==> config.mk <==
export PLATFORM = sky130hd
export DESIGN_NAME = dm_store_buffer
export DESIGN_NICKNAME = d
export VERILOG_FILES = /design/src/rtl/dm_store_buffer.sv
export SDC_FILE = /design/constraint.sdc
export NUM_CORES = 1
export LEC_CHECK = 0
export BUFFER_PORTS_ARGS = -buffer_cell sky130_fd_sc_hd__buf_2
export CAP_MARGIN = 15
export CELL_PAD_IN_SITES_DETAIL_PLACEMENT = 1
export CELL_PAD_IN_SITES_GLOBAL_PLACEMENT = 2
export CORE_MARGIN = 2
export CORE_UTILIZATION = 45
export CTS_BUF_LIST = sky130_fd_sc_hd__clkbuf_8
export CTS_CLUSTER_SIZE = 10
export DETAILED_ROUTE_END_ITERATION = 7
export HOLD_SLACK_MARGIN = 0.03
export PLACE_DENSITY_LB_ADDON = 0.1
export SLEW_MARGIN = 20
export SYNTH_ARGS = -nofsm -noshare
export SYNTH_HDL_FRONTEND = slang
export SYNTH_SLANG_ARGS = --single-unit
==> constraint.sdc <==
create_clock -name clk -period 7.05 [get_ports clk]
set_input_delay 0.705 -clock clk [delete_from_list [all_inputs] [get_ports clk]]
set_output_delay 0.705 -clock clk [all_outputs]
set_load 0.01 [all_outputs]
==> src/rtl/dm_store_buffer.sv <==
// Byte-enable store FIFO in front of a word-only data memory: drains with read-merge-write
// whenever the port is free, and forwards queued bytes to loads so they never see stale data.
module dm_store_buffer #(
    parameter int DEPTH = 4
) (
    input  logic        clk,
    input  logic        clr_n,
    input  logic [11:2] cpu_addr,
    input  logic [3:0]  cpu_be,
    input  logic [31:0] cpu_wdata,
    input  logic        cpu_we,
    input  logic        cpu_re,
    output logic [31:0] cpu_rdata,
    output logic        stall,
    output logic        empty,
    output logic [11:2] dm_addr,
    output logic [31:0] dm_din,
    output logic        dm_we,
    input  logic [31:0] dm_dout
);
    localparam int PW = $clog2(DEPTH);
    localparam int CW = PW + 1;
    localparam logic [CW-1:0] FULL_CNT = CW'(DEPTH);

    logic [11:2]   addr_q [DEPTH];
    logic [3:0]    be_q   [DEPTH];
    logic [31:0]   data_q [DEPTH];
    logic [PW-1:0] head_q, tail_q, head_d, tail_d;
    logic [CW-1:0] count_q, count_d;

    logic        full;
    logic        push;
    logic        drain;
    logic [31:0] merge_word;
    logic [31:0] fwd_word;
    logic [PW-1:0] fwd_idx;

    assign full  = (count_q == FULL_CNT);
    assign empty = (count_q == '0);

    // While reset is asserted nothing is pushed, popped or written.
    assign push  = clr_n & cpu_we & ~full;
    assign stall = clr_n & cpu_we & full;
    assign drain = clr_n & ~cpu_re & ~empty;

    genvar gi;
    generate
        for (gi = 0; gi < 4; gi++) begin : g_merge
            assign merge_word[8*gi +: 8] = be_q[head_q][gi] ? data_q[head_q][8*gi +: 8]
                                                           : dm_dout[8*gi +: 8];
        end
    endgenerate

    assign dm_we   = drain;
    assign dm_addr = drain ? addr_q[head_q] : cpu_addr;
    assign dm_din  = drain ? merge_word : 32'h0;

    // Oldest-to-youngest overlay so the youngest matching store wins each byte.
    always_comb begin
        fwd_word = dm_dout;
        fwd_idx  = '0;
        for (int i = 0; i < DEPTH; i++) begin
            fwd_idx = head_q + PW'(i);
            if ((CW'(i) < count_q) && (addr_q[fwd_idx] == cpu_addr)) begin
                for (int b = 0; b < 4; b++) begin
                    if (be_q[fwd_idx][b]) begin
                        fwd_word[8*b +: 8] = data_q[fwd_idx][8*b +: 8];
                    end
                end
            end
        end
    end

    assign cpu_rdata = fwd_word;

    always_comb begin
        head_d  = head_q;
        tail_d  = tail_q;
        count_d = count_q;
        if (push) begin
            tail_d = tail_q + PW'(1);
        end
        if (drain) begin
            head_d = head_q + PW'(1);
        end
        case ({push, drain})
            2'b10:   count_d = count_q + CW'(1);
            2'b01:   count_d = count_q - CW'(1);
            default: count_d = count_q;
        endcase
    end

    always_ff @(posedge clk) begin
        if (!clr_n) begin
            head_q  <= '0;
            tail_q  <= '0;
            count_q <= '0;
        end else begin
            head_q  <= head_d;
            tail_q  <= tail_d;
            count_q <= count_d;
        end
    end

    always_ff @(posedge clk) begin
        if (push) begin
            addr_q[tail_q] <= cpu_addr;
            be_q[tail_q]   <= cpu_be;
            data_q[tail_q] <= cpu_wdata;
        end
    end
endmodule

==> results by group, run 1 <==
Power
  – Clock share of power: 0.274
  – Power Internal: 1908 µW
  – Leak: between 0.004 and 0.005 µW
  – Worst vdd rail ir drop: roughly 0.00011 V
  – Switch share: 0.3003
  – P_sw: 818.9 µW
  – Reg power frac: 0.493
  – Combinational Power Share: 0.233
  – PwrDens: 188.0 nW/µm²

Clock tree
  – Post-cts resize count: 0
  – Clock root buffer: clkbuf_8
  – # Post-CTS Setup Buffers: 0
  – Skew-Pair Late Insertion Delay: between 400 and 500 ps
  – Clk buf depth: 2
  – Clock transition at path regs: 120 ps
  – Hold Buf Count CTS: 0
  – Number of buffers created by CTS: 17
  – H-tree Lvls: 4
  – TritonCTS clock tree: done
  – Clock Sinks: just under 200

Route
  – DRT met1 WL: between 15 and 20 mm
  – WL/cell: roughly 23 µm
  – WL met3: ~1.4 mm
  – Max layer used: met4
  – Wire length on met2: around 18 mm
  – First drt pass iteration count: 6
  – Via count: a little over 9,000
  – Routed Antenna Nets: 0
  – WL final: roughly 36 mm
  – 1st-iter DRT viols: about 610
  – # DRC: 0
  – Via-to-Cell Ratio: slightly below 6

Timing
  – Relative slew slack: 0.3413
  – Least-Margin Pin Slew: around 1000 ps
  – Setup Viol. Count Final: 0
  – Slew Viols, Final: 0
  – Fin. Hold Viols: 0
  – Max Clock Freq: around 190 MHz
  – Setup_tns: 0 ps
  – Fin crit share: 0.7501
  – Clock skew: 22.52 ps
  – Tmin final: ~5300 ps
  – RSZ-0062 raised after global routing: no

Synthesis
  – Mapped cell area: ~13,000 µm²
  – #FFs+latches synth: 193
  – Library cells used by synthesis: between 50 and 60
  – Syn Nets: around 1,100
  – Yosys warns: 0
  – Cells after Synth: around 1,000
  – FFs w/ async S/R, synth: 0
  – Share of the yosys chip area belonging to registers: 0.4364
  – Synth Flop Type: edfxtp_1
  – Average cell area after synthesis: 12.84 µm²
  – Number of synthesized flops with an enable pin: roughly 180

Setup path
  – Worst path top cell family by delay: compound AO/OA/AOI/OAI gates
  – Buf/Inv on CP: 1
  – Crit-path cells: mux2i_1, xor2_1, o2111ai_1, a2111oi_2, o2111ai_2, or2_2, o21ai_1, o21a_1, buf_2
  – Crit Reg-Reg Startpoint: count_q[0]$_SDFFE_PN0P_
  – Data arrival, critical path: 4580 ps
  – R2R cell count: 10
  – Setup CP Type: reg -> out
  – CP Launch Type: flop
  – Crit path max fanout: 49
  – Worst r2r dst: count_q[2]$_SDFFE_PN0P_
  – R2R setup slack: 3890 ps
  – Worst setup startpoint: head_q[0]$_SDFFE_PN0P_
  – Worst Setup End Kind: primary output
  – CP max stage cell: dfxtp_4
  – Worst Path Required: approximately 6300 ps
  – Max incr delay on CP: 870 ps

Final layout
  – Register Area: around 5700 µm²
  – Share of layout cells above drive strength 1: 0.3518
  – Final Non-Filler Cells: about 1,500
  – Area of the multi-input gates: 6944 µm²
  – Commonest non-fill, non-tap cell in the layout: edfxtp_1
  – Most frequent cells in the layout: edfxtp_1, buf_2, mux2i_1
  – Post-layout util: 0.5066
  – # nets final: 1,218
  – Area Overhead vs Synth: 10.91%
  – # fillers: 2,976

Floorplan
  – Core box area: 28,630 µm²
  – IO Pins: 159
  – Num rows: between 60 and 70
  – Die area: slightly above 30,000 µm²
  – Initial Utilization: 0.4567
  – Die Ht: 174.5 µm
  – Chip Width: between 150 and 200 µm

Run status
  – Outcome: completed

Global routing
  – Vias in the first global route: roughly 9,400
  – First-pass GRT wire length: 55.26 mm
  – Grt ovf: 0
  – Global-route usage over all layers: 0.2381
  – Initial antenna violation count: 1
  – Largest net degree at the start of global routing: 95

Flow run
  – Max cap viols: 0

Min path
  – Worst hold start: cpu_wdata[1]
  – Min-Delay Path Depth: 1
  – Hold endpoint: data_q[3][1]$_DFFE_PP_
  – Worst Hold Class: in -> reg

Place
  – Placer Congestion: a little under 0.8
  – DP Cell Count: about 1,500
  – Port Buffer Count: about 160
  – DP Wirelength: 24.15 mm
-- cells by family after synthesis --
logic type	Yosys count	synth area share
adders and majority gates	9	0.008613
and+or+nand+nor	206	0.07503
xor gates and xnor gates	46	0.03082
DFF	193	0.4364
buffers and inverters	92	0.03350
muxes	329	0.3462
AOI/OAI and AO/OA	143	0.06948
-- power by group through the flow --
stage / Clock [µW] / Combinational (µW) / Sequential, µW
final: 747 / 635 / 1340
after global routing: 804 / 694 / 1350
after CTS: 762 / 640 / 1350
after detailed placement: 0 / 636 / 1370
after global placement: 0 / 631 / 1370
after floorplan: 0 / 505 / 1330
-- state kept, by name, indices dropped and copies added (netlist names), named ones only --
| register | cells |
|---|---|
| head_q | 2 |
| count_q | 3 |
| be_q | 16 |
| addr_q | 40 |
| data_q | 128 |
| tail_q | 2 |
-- cell usage after synthesis (all sizes together), types with 9 or more instances --
library cell  instances  share of area
nor3                  9         0.0055
mux2                 86          0.074
nor2                 73          0.021
mux4                 89           0.15
ha                    9         0.0086
o21ai                45          0.017
and2                 12         0.0059
edfxtp              184           0.42
dfxtp                 9          0.014
buf                  44          0.019
clkbuf               39          0.011
xnor2                22          0.015
and3                 31          0.015
a21oi                41          0.016
inv                   9         0.0026
mux2i               154           0.12
nand2                57          0.016
o21a                 24          0.014
xor2                 24          0.016
-- worst max-delay path by stage --
stage | end | slack, ps | cells past startpoint
6_report | cpu_rdata[2] | 1760 | 9
3_3_place_gp | cpu_rdata[29] | 2020 | 8
5_1_grt | cpu_rdata[10] | 1350 | 9
4_1_cts | cpu_rdata[29] | 1390 | 8
3_5_place_dp | cpu_rdata[29] | 1910 | 8
2_1_floorplan | cpu_rdata[26] | 3420 | 10
-- per-stage QoR --
stage                     worst slack (ps)  cell area (µm²)  total power [µW]  hold WS (ps)
final                                 1762            14500              2726         427.7
after global routing                  1352            14500              2850         408.9
after CTS                             1392            14460              2748         395.8
after detailed placement              1907            14070              2008         507.3
after global placement                2022            14070              2000         500.1
after floorplan                       3420            13070              1837         469.0
-- layer usage --
layer | global-route usage | vias to the layer above
li1 | - | 4182
met4 | 0.06653 | 0
met5 | 0 | -
met3 | 0.02975 | 38
met1 | 0.3183 | 4648
met2 | 0.4092 | 216
-- cell type report --
class | count | share of cell area
Clock buffer | 17 | 0.01614
Timing Repair Buffer | 173 | 0.06368
Clock inverter | 15 | 0.01130
Multi-Input combinational cell | 733 | 0.4789
Antenna cell | 1 | 0.0001726
Inverter | 9 | 0.002330
Sequential cell | 193 | 0.3943
Tap cell | 384 | 0.03313
(Power assumes the default switching activity.)
==> inputs of run 2 (changes only) <==
CORE_UTILIZATION = 38   (was 45)
clock period = 4.26 ns   (was 7.05 ns; I/O delays follow)
==> results by group, run 2 (synthesis gave the netlist of run 1 again) <==
Place
  – Dpl cell area: 14,390 µm² (+2.3%)
  – Placer Congestion: 0.7618 (-2.9%)
  – Port Buffer Count: 158 (unchanged)
  – DP Cell Count: 1,582 (+6.1%)
  – DP Wirelength: 25.82 mm (+6.9%)

Setup path
  – CP Launch Type: flop
  – Worst Setup End Kind: primary output
  – CP dominant cell by count: mux2i_1
  – Data arrival, critical path: 3650 ps (-930 ps)
  – Crit-path cells: mux4_2, xor2_1, or4_4, nor3_4, buf_6, buf_8, mux2i_1, mux2i_1, o21a_1, buf_2
  – Setup CP Type: reg -> out
  – CP max stage cell: or4_4
  – Max incr delay on CP: 580 ps (-290 ps)
  – Crit path max fanout: 10 (-80%)
  – Worst Path Required: 3830 ps (-2510 ps)

Route
  – WL/cell: 23.07 µm (-1.5%)
  – Via-to-Cell Ratio: 5.586 (-6.2%)
  – Via count: 9,105 (+0.23%)
  – 1st-iter DRT viols: 394 (-35%)
  – First drt pass iteration count: 4 (-2)
  – # DRC: 0 (unchanged)
  – WL final: 37.60 mm (+5.3%)
  – Routed Antenna Nets: 0 (unchanged)

Timing
  – Relative slew slack: 0.3753 (+0.03401)
  – Fin Hold WS: 141.9 ps (-285.8 ps)
  – Max Clock Freq: about 250 MHz
  – RSZ-0062 raised after global routing: yes
  – Tmin final: about 4100 ps
  – Fin. Hold Viols: 0 (unchanged)
  – Setup Viol. Count Final: 0 (unchanged)
  – Slew Viols, Final: 0 (unchanged)
  – Least-Margin Pin Slew: 932.8 ps (-50.01 ps)
  – Setup_tns: 0 ps (unchanged)
  – Clock skew: 15.19 ps (-7.339 ps)
  – Fin crit share: 0.9565

Clock tree
  – H-tree Lvls: 4 (unchanged)
  – Clock root buffer: clkbuf_8
  – Number of buffers created by CTS: 17 (unchanged)
  – Clock transition at path regs: 110 ps (about the same)
  – Clock Sinks: 193 (unchanged)
  – TritonCTS clock tree: done
  – Hold Buf Count CTS: 0 (unchanged)
  – Clk buf depth: 2 (unchanged)
  – Skew-Pair Late Insertion Delay: 490 ps (about the same)

Min path
  – Worst Hold Class: in -> reg

Floorplan
  – IO Pins: 159 (unchanged)
  – Chip Width: 189.5 µm (+8.6%)
  – Die Ht: 189.5 µm (+8.6%)
  – Initial Utilization: 0.3879 (-0.06878)
  – Num rows: 67 (+8.1%)
  – Core box area: 33,700 µm² (+18%)
  – Die area: 35,900 µm² (+18%)

Final layout
  – Most frequent cells in the layout: edfxtp_1, buf_2, mux2i_1
  – Most flops, register: data_q
  – Area Overhead vs Synth: 14.40%
  – # nets final: 1,259 (+3.4%)
  – Max reg flops: 128 (unchanged)
  – Largest registers: data_q: 128 flops, addr_q: 40 flops, be_q: 16 flops
  – Commonest non-fill, non-tap cell in the layout: edfxtp_1
  – Final Non-Filler Cells: 1,630 (+6.9%)
  – Share of layout cells above drive strength 1: 0.3768 (+0.02504)
  – # fillers: 3,588 (+21%)
  – Final instance area: 14,960 µm² (+3.1%)

Run status
  – Outcome: completed

Global routing
  – Global-route usage over all layers: 0.2147 (-0.02347)
  – Initial antenna violation count: 4 (+3)
  – Largest net degree at the start of global routing: 76 (-20%)
  – Vias in the first global route: 9,577 (+1.5%)
  – Grt ovf: 0 (unchanged)
  – First-pass GRT wire length: 58.18 mm (+5.3%)

Flow run
  – Max cap viols: 0 (unchanged)

Power
  – Worst vdd rail ir drop: 0.0001934 V (+81%)
  – Leak: 0.005064 µW (+4.2%)
  – PwrDens: 304.2 nW/µm² (+62%)
## run 2: changes by cell type in the layout (fill, tap and decap cells not counted), moves of 2 or more
cell	delta
buf_12	+4
inv_6	-3
clkinvlp_4	+2
buf_8	+2
inv_8	-2
clkinv_4	+4
buf_6	+2
buf_4	+33
## run 2: path summary, 6_finish.rpt
kind	endpoint	slack, ps	from	cells after the start
worst max-delay path	cpu_rdata[7]	190	flop	10
worst min-delay path	be_q[2][0]$_DFFE_PP_	140	cpu_be[0]	1
worst max register to register	addr_q[2][4]$_DFFE_PP_	1560	count_q[0]$_SDFFE_PN0P_	5
worst min register to register	tail_q[1]$_SDFFE_PN0P_	520	tail_q[1]$_SDFFE_PN0P_	2
## run 2: area by class of cell
type | instances | area, µm² | share of cell area
antenna | 1 | 2.502 | 0.0001673
inverter | 9 | 33.78 | 0.002259
clock inverter | 15 | 172.7 | 0.01154
tap | 448 | 560.5 | 0.03748
clock buffer | 17 | 234.0 | 0.01564
sequential | 193 | 5720 | 0.3825
timing repair buffer | 214 | 1284 | 0.08583
multi-input combinational | 733 | 6949 | 0.4646
## run 2: critical path, delay by kind of cell, from the launching register on
kind	cells	cell delay (ps)
and+or+nand+nor	2	920
muxes	3	850
buffers and inverters	3	550
DFF	1	430
xor gates and xnor gates	1	190
AOI/OAI and AO/OA	1	190
## run 2: metrics by stage
step / worst slack [ps] / utilization / power [µW]
after floorplan: 1140 / - / 3041
after global routing: -15.02 / 0.4438 / 4768
after global placement: 325.9 / 0.4270 / 3335
final: 185.4 / 0.4438 / 4550
after CTS: 14.85 / 0.4408 / 4595
after detailed placement: 265.1 / 0.4270 / 3342
## run 2: what timing repair did
item | CTS | global route
pin swaps | 0 | 2
setup endpoints to repair | 32 | 30
gates resized for setup | 2 | 6
setup buffers | 4 | 11
## run 2: per-layer routing
metal  routed length, µm  up-vias  GRT usage
met2               18490      174     0.3625
met1               17310     4647     0.2898
li1                    -     4247          -
met3                1320       33    0.03670
met5                  24        -          0
met4                 455        4    0.04770
## run 2: where the power goes
part | switching, µW | total [µW] | internal, µW
combinational | 585 | 1140 | 552
clock | 736 | 1230 | 492
sequential | 49.2 | 2190 | 2140
